File: src/rtl/cuda_thread_dispatcher.sv
// Issue-side dispatcher: buffers instructions, drives one at a time into a cuda_thread,
// and returns a tagged completion record (or a watchdog error record) to writeback.
module cuda_thread_dispatcher #(
  parameter int W           = 32,
  parameter int DEPTH       = 4,
  parameter int TAG_W       = 4,
  parameter int TIMEOUT_CYC = 256
) (
  input  logic                     clk,
  input  logic                     rst,
  input  logic                     in_valid,
  output logic                     in_ready,
  input  logic [5:0]               in_opcode,
  input  logic                     in_is_fp,
  input  logic [W-1:0]             in_op1,
  input  logic [W-1:0]             in_op2,
  input  logic [TAG_W-1:0]         in_tag,
  output logic                     thr_valid,
  output logic [5:0]               thr_opcode,
  output logic                     thr_is_fp,
  output logic [W-1:0]             thr_op1,
  output logic [W-1:0]             thr_op2,
  input  logic                     thr_ready,
  input  logic [W-1:0]             thr_result,
  input  logic                     thr_done,
  output logic                     wb_valid,
  output logic [TAG_W-1:0]         wb_tag,
  output logic [W-1:0]             wb_result,
  output logic                     wb_err,
  input  logic                     wb_ready,
  output logic [$clog2(DEPTH):0]   fifo_count,
  output logic                     busy,
  output logic                     timeout_err
);

  localparam int PTR_W = $clog2(DEPTH);
  localparam int CNT_W = PTR_W + 1;
  localparam int WD_W  = (TIMEOUT_CYC > 1) ? $clog2(TIMEOUT_CYC) : 1;
  localparam logic [WD_W-1:0] WD_LAST = WD_W'((TIMEOUT_CYC > 0) ? TIMEOUT_CYC - 1 : 0);

  typedef enum logic [1:0] {IDLE, ISSUE, WAIT, HOLD} state_t;

  state_t             state, state_next;
  logic [PTR_W-1:0]   wr_ptr, rd_ptr;
  logic [CNT_W-1:0]   count, count_next;
  logic [WD_W-1:0]    wd_cnt;
  logic [TAG_W-1:0]   inflight_tag;
  logic               push, pop, wd_fire;

  logic [5:0]         mem_opcode [DEPTH];
  logic               mem_is_fp  [DEPTH];
  logic [W-1:0]       mem_op1    [DEPTH];
  logic [W-1:0]       mem_op2    [DEPTH];
  logic [TAG_W-1:0]   mem_tag    [DEPTH];

  assign push       = in_valid && in_ready;
  assign pop        = thr_valid && thr_ready;
  assign count_next = count + CNT_W'(push) - CNT_W'(pop);
  assign fifo_count = count;
  // Fires on the last permitted WAIT cycle so the record appears after exactly TIMEOUT_CYC cycles.
  assign wd_fire    = (TIMEOUT_CYC != 0) && (state == WAIT) && !thr_done && (wd_cnt == WD_LAST);

  always_ff @(posedge clk) begin
    if (push) begin
      mem_opcode[wr_ptr] <= in_opcode;
      mem_is_fp[wr_ptr]  <= in_is_fp;
      mem_op1[wr_ptr]    <= in_op1;
      mem_op2[wr_ptr]    <= in_op2;
      mem_tag[wr_ptr]    <= in_tag;
    end
    if (pop) inflight_tag <= mem_tag[rd_ptr];
  end

  always_ff @(posedge clk or posedge rst) begin
    if (rst) begin
      wr_ptr <= '0;
      rd_ptr <= '0;
      count  <= '0;
    end else begin
      if (push) wr_ptr <= wr_ptr + 1'b1;
      if (pop)  rd_ptr <= rd_ptr + 1'b1;
      count <= count_next;
    end
  end

  always_ff @(posedge clk or posedge rst) begin
    if (rst) state <= IDLE;
    else     state <= state_next;
  end

  always_comb begin
    state_next = state;
    case (state)
      IDLE:  if (count != '0) state_next = ISSUE;
      ISSUE: if (thr_ready) state_next = WAIT;
      WAIT:  if (thr_done || wd_fire) state_next = HOLD;
      HOLD:  if (wb_ready) state_next = (count_next != '0) ? ISSUE : IDLE;
      default: state_next = IDLE;
    endcase
  end

  always_comb begin
    thr_valid  = (state == ISSUE);
    thr_opcode = '0;
    thr_is_fp  = 1'b0;
    thr_op1    = '0;
    thr_op2    = '0;
    if (thr_valid) begin
      thr_opcode = mem_opcode[rd_ptr];
      thr_is_fp  = mem_is_fp[rd_ptr];
      thr_op1    = mem_op1[rd_ptr];
      thr_op2    = mem_op2[rd_ptr];
    end
    in_ready = (count < CNT_W'(DEPTH));
    busy     = (state != IDLE) || (count != '0);
  end

  always_ff @(posedge clk or posedge rst) begin
    if (rst) begin
      wd_cnt      <= '0;
      wb_valid    <= 1'b0;
      wb_err      <= 1'b0;
      wb_tag      <= '0;
      wb_result   <= '0;
      timeout_err <= 1'b0;
    end else begin
      if (pop) wd_cnt <= '0;
      else if (state == WAIT && !thr_done) wd_cnt <= wd_cnt + 1'b1;

      if (state == WAIT && thr_done) begin
        wb_valid  <= 1'b1;
        wb_err    <= 1'b0;
        wb_tag    <= inflight_tag;
        wb_result <= thr_result;
      end else if (wd_fire) begin
        wb_valid    <= 1'b1;
        wb_err      <= 1'b1;
        wb_tag      <= inflight_tag;
        wb_result   <= '0;
        timeout_err <= 1'b1;
      end else if (state == HOLD && wb_ready) begin
        wb_valid <= 1'b0;
        wb_err   <= 1'b0;
      end
    end
  end

endmodule

File: config.mk
export PLATFORM = sky130hd
export DESIGN_NAME = cuda_thread_dispatcher
export DESIGN_NICKNAME = d
export VERILOG_FILES = /design/src/rtl/cuda_thread_dispatcher.sv
export SDC_FILE = /design/constraint.sdc
export NUM_CORES = 1
export LEC_CHECK = 0
export CAP_MARGIN = 5
export CELL_PAD_IN_SITES_DETAIL_PLACEMENT = 2
export CELL_PAD_IN_SITES_GLOBAL_PLACEMENT = 2
export CORE_MARGIN = 4
export CORE_UTILIZATION = 47
export CTS_CLUSTER_DIAMETER = 150
export DETAILED_ROUTE_END_ITERATION = 7
export DONT_BUFFER_PORTS = 1
export GPL_TIMING_DRIVEN = 0
export HOLD_SLACK_MARGIN = 0.02
export PLACE_DENSITY = 0.74
export REMOVE_ABC_BUFFERS = 1
export SLEW_MARGIN = 20
export SYNTH_ARGS = -nofsm -noshare
export SYNTH_HDL_FRONTEND = slang
export SYNTH_SLANG_ARGS = --single-unit
File: constraint.sdc
create_clock -name clk -period 4.2 [get_ports clk]
set_clock_uncertainty 0.15 [all_clocks]
set_input_delay 1.26 -clock clk [delete_from_list [all_inputs] [get_ports clk]]
set_output_delay 1.26 -clock clk [all_outputs]
set_load 0.01 [all_outputs]
After elaboration in Yosys (flattened, before gate mapping)
Memories as Yosys holds them, arrays and structs flattened. A register that Yosys moved wholly into a read port is not among the register bits. Index checks and enable logic that the tools add are counted.

Muxes and demuxes: 22. Bitwise operators: 1. Reductions and logical operators: 18. Eq/ne operators: 8. Order comparisons: 1. Add/sub/neg operators: 5.

Operator list (number): 32-bit two-way mux (4); 8-bit two-way mux (2); 3-bit nonzero test (3); 8-bit by 1-bit adder with 8-bit output (second input constant) (1); 8-bit == test (second input constant) (1); 1-bit two-way mux (8); 2-bit two-way mux (4); 4-bit two-way mux (2); 2-bit one-hot mux with 4 select lines (1); 1-bit logical AND (6); 6-bit two-way mux (1); 2-bit nonzero test (3); 2-bit by 1-bit adder with 2-bit output (second input constant) (2); 2-bit == test (second input constant) (2); 2-bit by 1-bit != test with 1-bit output (second input constant) (2); 2-bit != test (second input constant) (2); 4-bit AND reduction (1); 3-bit by 1-bit adder with 3-bit output (1); 3-bit less-than comparator (second input constant) (1); 3-bit by 1-bit subtractor with 3-bit output (1); 2-bit by 1-bit == test with 1-bit output (second input constant) (1); 2-bit zero test (1); 1-bit logical OR (2); 2-bit AND reduction (1); other kinds (2) (2).

Bits of input ports: 113. Memories kept: 5. Memory bits (writable): 300. Flip-flop bits (word level): 56. Word-level logic and storage cells: 70.

Memory list: mem_op1 (depth 4, bits a word 32, rd ports 1, clocked after memory_dff 0, wr ports 1, RTL line 52) `logic [W-1:0] mem_op1 [DEPTH];`; mem_op2 (depth 4, bits a word 32, rd ports 1, clocked after memory_dff 0, wr ports 1, RTL line 53) `logic [W-1:0] mem_op2 [DEPTH];`; mem_opcode (depth 4, bits a word 6, rd ports 1, clocked after memory_dff 0, wr ports 1, RTL line 50) `logic [5:0] mem_opcode [DEPTH];`; mem_tag (depth 4, bits a word 4, rd ports 1, clocked after memory_dff 1, wr ports 1, RTL line 54) `logic [TAG_W-1:0] mem_tag [DEPTH];`; mem_is_fp (depth 4, bits a word 1, rd ports 1, clocked after memory_dff 0, wr ports 1, RTL line 51) `logic mem_is_fp [DEPTH];`.

Longest topological paths before layout
Depth in word-level cells: 8. Gate-level depth with buffers: 12.

Worst setup path before layout
Ideal clock, no wire load.

Path kind: input port to flip-flop. From: in in_valid. To: mem mem_is_fp[2] (enable). Required time: 3.609 ns. Cell stages on the path: 3. Data arrival time: 3.398 ns. Path slack: 0.211 ns. Path through: nor2b_1 -> clkbuf_1 -> and2_1.

Word-level cells in the longest chain between the ends: 3.

Ends and longest elaborated chain: start, declared (RTL line 11) `input logic in_valid,`; 1-bit logical AND (RTL line 56) `assign push = in_valid && in_ready;`; 1-bit two-way mux (RTL line 64) `if (push) begin`; 1-bit two-way mux (implied by the code) (RTL line 66) `mem_is_fp[wr_ptr] <= in_is_fp;`; end, declared (RTL line 51).

Every way passes these cells.

Worst setup path after layout
From: reg rd_ptr[0]. To: out thr_op2[26].

Word-level cells in the longest chain between the ends: 2.

Ends and longest elaborated chain: start, declared (RTL line 44) `logic [PTR_W-1:0] wr_ptr, rd_ptr;`; start signal, assigned (RTL line 81) `if (pop) rd_ptr <= rd_ptr + 1'b1;`; memory 4 x 32 bit; 32-bit two-way mux (RTL line 108) `if (thr_valid) begin`; end, declared (RTL line 22) `output logic [W-1:0] thr_op2,`.

Every way passes these cells.

==> run_results.csv <==
group,metric,value,unit
outcome,status,"completed",
power,vdd_drop_max,0.426,mV
timing,slew_violations,0,
cts,cts_tree,"done",
cts,clockBufferDepth,3,
grt,grt_pass1_vias,7338,
setup_path,critPathKind,"flop to primary output",
grt,grt_usage,0.203,
layout,num_antenna_cells,0,
route,drt-pass1-iter-count,4,
yosys,syn_area_per_cell,20.8,um2
floorplan,die_h,180,um
power,total_power,11.4,mW
setup_path,r2r_slack,0.95,ns
yosys,synthFlopType,"edfxtp_1",
setup_path,startpoint_type,"flop",
worst_hold_path,hold_path.class,"flop to flop",
yosys,synth_warnings,0,
yosys,synth_top_area_share,0.659,
power,leakagePower,5.35,nW
layout,area_delta_synth_final,13.5,%
yosys,synthArstFlopShare,0.156,
cts,cts_setup_buffers,0,
timing,timing.final.crit_period,3.98,ns
cts,clk_pin_slew_worst_paths,0.06,ns
cts,hold_buffers,0,
layout,fin_area,15700,um2
yosys,ys_seq_elements,360,
layout,final_util,0.544,
floorplan,num_io_pins,229,
route,drt_iter0_markers,336,
power,power_density,728,nW/um2
yosys,synth_area_leaders,"edfxtp_1 (66%), mux4_2 (12%), dfrtp_1 (10%)",
floorplan,start_util,0.480,
layout,nets,807,
timing,fmax,0.251,GHz
grt,antenna_found_initial,0,
grt,grt_max_degree,57,
route,wl_per_cell,29.9,um
place,place_area,14400,um2
floorplan,die-area,32300,um2
yosys,synthesis.area,13800,um2
route,vias,6353,
timing,setup_tns,0,ns
yosys,synthCells,665,
flow_run,maxCapViolations,0,
route,drc_errors,0,
yosys,synth_area_leader_cell,"edfxtp_1",
setup_path,required,2.79,ns
setup_path,cp-end-kind,"primary output",
yosys,synth.most_common_cell,"edfxtp_1",
grt,grt_first_pass_wirelength,50.2,mm
layout,nFillCells,2425,
cts,root_buffer,"clkbuf_16",
cts,worstSkewPairLatency,0.51,ns
place,routabilityCongestion,0.772,
route,wirelength,32.7,mm
timing,fin_crit_sh,0.947,
floorplan,die_x,180,um
layout,final_layout_size_suffix_gt1_frac,0.261,
route,ant_nets,0,
yosys,synth_edf_count,304,
floorplan,core_area,28900,um2
setup_path,critPathMaxFanout,34,
setup_path,cp.arrival,2.57,ns
cts,numCtsBuffers,39,
timing,hold_violations,0,
grt,grt_overflow,0,
yosys,seq_area_frac_synth,0.761,
yosys,synth.distinct_cells,40,
place,hpwl,20.7,mm
timing,relSlewSlack,0.421,
cts,h-tree-depth,2,
yosys,ys_top_cells_by_count,"edfxtp_1 (304), and2_1 (76), mux4_2 (75)",
cts,clock-sinks,360,
floorplan,std_cell_rows,62,
timing,rsz0062_at_grt,"no",
cts,post_cts_resized,0,
timing,tightest_slew,0.866,ns
place,io_buffer_count,0,
timing,setup_viol,0,
route,viasPerCell,5.80,
==> cell type report <==
class | instances | area (um2) | area share
multi-input combinational | 260 | 3100 | 0.197
inverter | 11 | 41.3 | 0.00263
timing repair buffer | 10 | 230 | 0.0147
clock inverter | 25 | 299 | 0.0190
tap | 384 | 480 | 0.0306
clock buffer | 46 | 1020 | 0.0651
sequential | 360 | 10500 | 0.671
==> cell families after synthesis <==
kind of cell    after synthesis  synth area share
compound gates               45            0.0290
xor+xnor                     12           0.00759
fa+ha+maj                    12            0.0114
buf+inv                      45            0.0171
flops                       360             0.761
mux                          79             0.125
simple gates                112            0.0490
==> critical path, stage by stage (launching register included) <==
cell     delay [ns]
dfrtp_4        0.60
buf_16         0.30
buf_16         0.29
mux4_2         0.55
and2_1         0.25
==> report_power, final <==
group / switching (mW) / internal (mW)
Sequential: 0.472 / 4.58
Clock: 1.39 / 2.12
Combinational: 1.57 / 1.32
==> registers in the layout, summed over array words and instances (netlist names) <==
name,flops
mem_op1,128
mem_op2,128
inflight_tag,4
wr_ptr,2
wb_valid,1
mem_tag,16
fifo_count,3
mem_is_fp,4
state,2
wb_result,32
mem_opcode,24
wb_err,1
wd_cnt,8
rd_ptr,2
timeout_err,1
wb_tag,4
==> stage by stage <==
| stage | std cells | hold WS [ns] | setup slack [ns] |
|---|---|---|---|
| 3_3_place_gp | 1015 | 0.307 | -2.40 |
| 6_report | 1096 | 0.326 | 0.221 |
| 2_1_floorplan | 631 | 0.305 | -1.06 |
| 3_5_place_dp | 1025 | 0.321 | 0.593 |
| 5_1_grt | 1096 | 0.341 | 0.0499 |
| 4_1_cts | 1096 | 0.337 | 0.128 |
==> cells in the final DEF (no fill, tap or decap), drive strengths merged, types with 3 or more instances in the layout <==
| cell | n |
|---|---|
| mux2 | 4 |
| clkinv | 14 |
| buf | 10 |
| edfxtp | 304 |
| dfrtp | 56 |
| inv | 11 |
| xor2 | 3 |
| a21oi | 3 |
| ha | 11 |
| and2 | 76 |
| xnor2 | 9 |
| clkbuf | 46 |
| nand2 | 14 |
| clkinvlp | 5 |
| a22o | 32 |
| mux4 | 75 |
| nor2 | 9 |
| bufinv | 6 |
==> per-layer routing <==
| layer | global-route usage | part of all wire | wire length [um] | up-vias |
|---|---|---|---|---|
| li1 | - | - | - | 2670 |
| met1 | 0.242 | 0.37 | 12200 | 3394 |
| met2 | 0.354 | 0.52 | 17100 | 247 |
| met3 | 0.0770 | 0.090 | 2960 | 42 |
| met4 | 0.0433 | 0.016 | 535 | 0 |
| met5 | 0 | 0 | 0 | - |
==> path summary, 6_finish.rpt <==
check                      depth (start not counted)      endpoint       startpoint
hold reg to reg                                    1     wb_tag[2]  inflight_tag[2]
setup reg to reg                                  10      state[0]         state[1]
setup / recovery                                   4   thr_op2[26]        rd_ptr[0]
hold / removal                                     1     wb_tag[2]  inflight_tag[2]
max in group asynchronous                          2     rd_ptr[0]              rst
min in group asynchronous                          1  wb_result[4]              rst
Note: power is estimated with default switching activity, not from simulation.
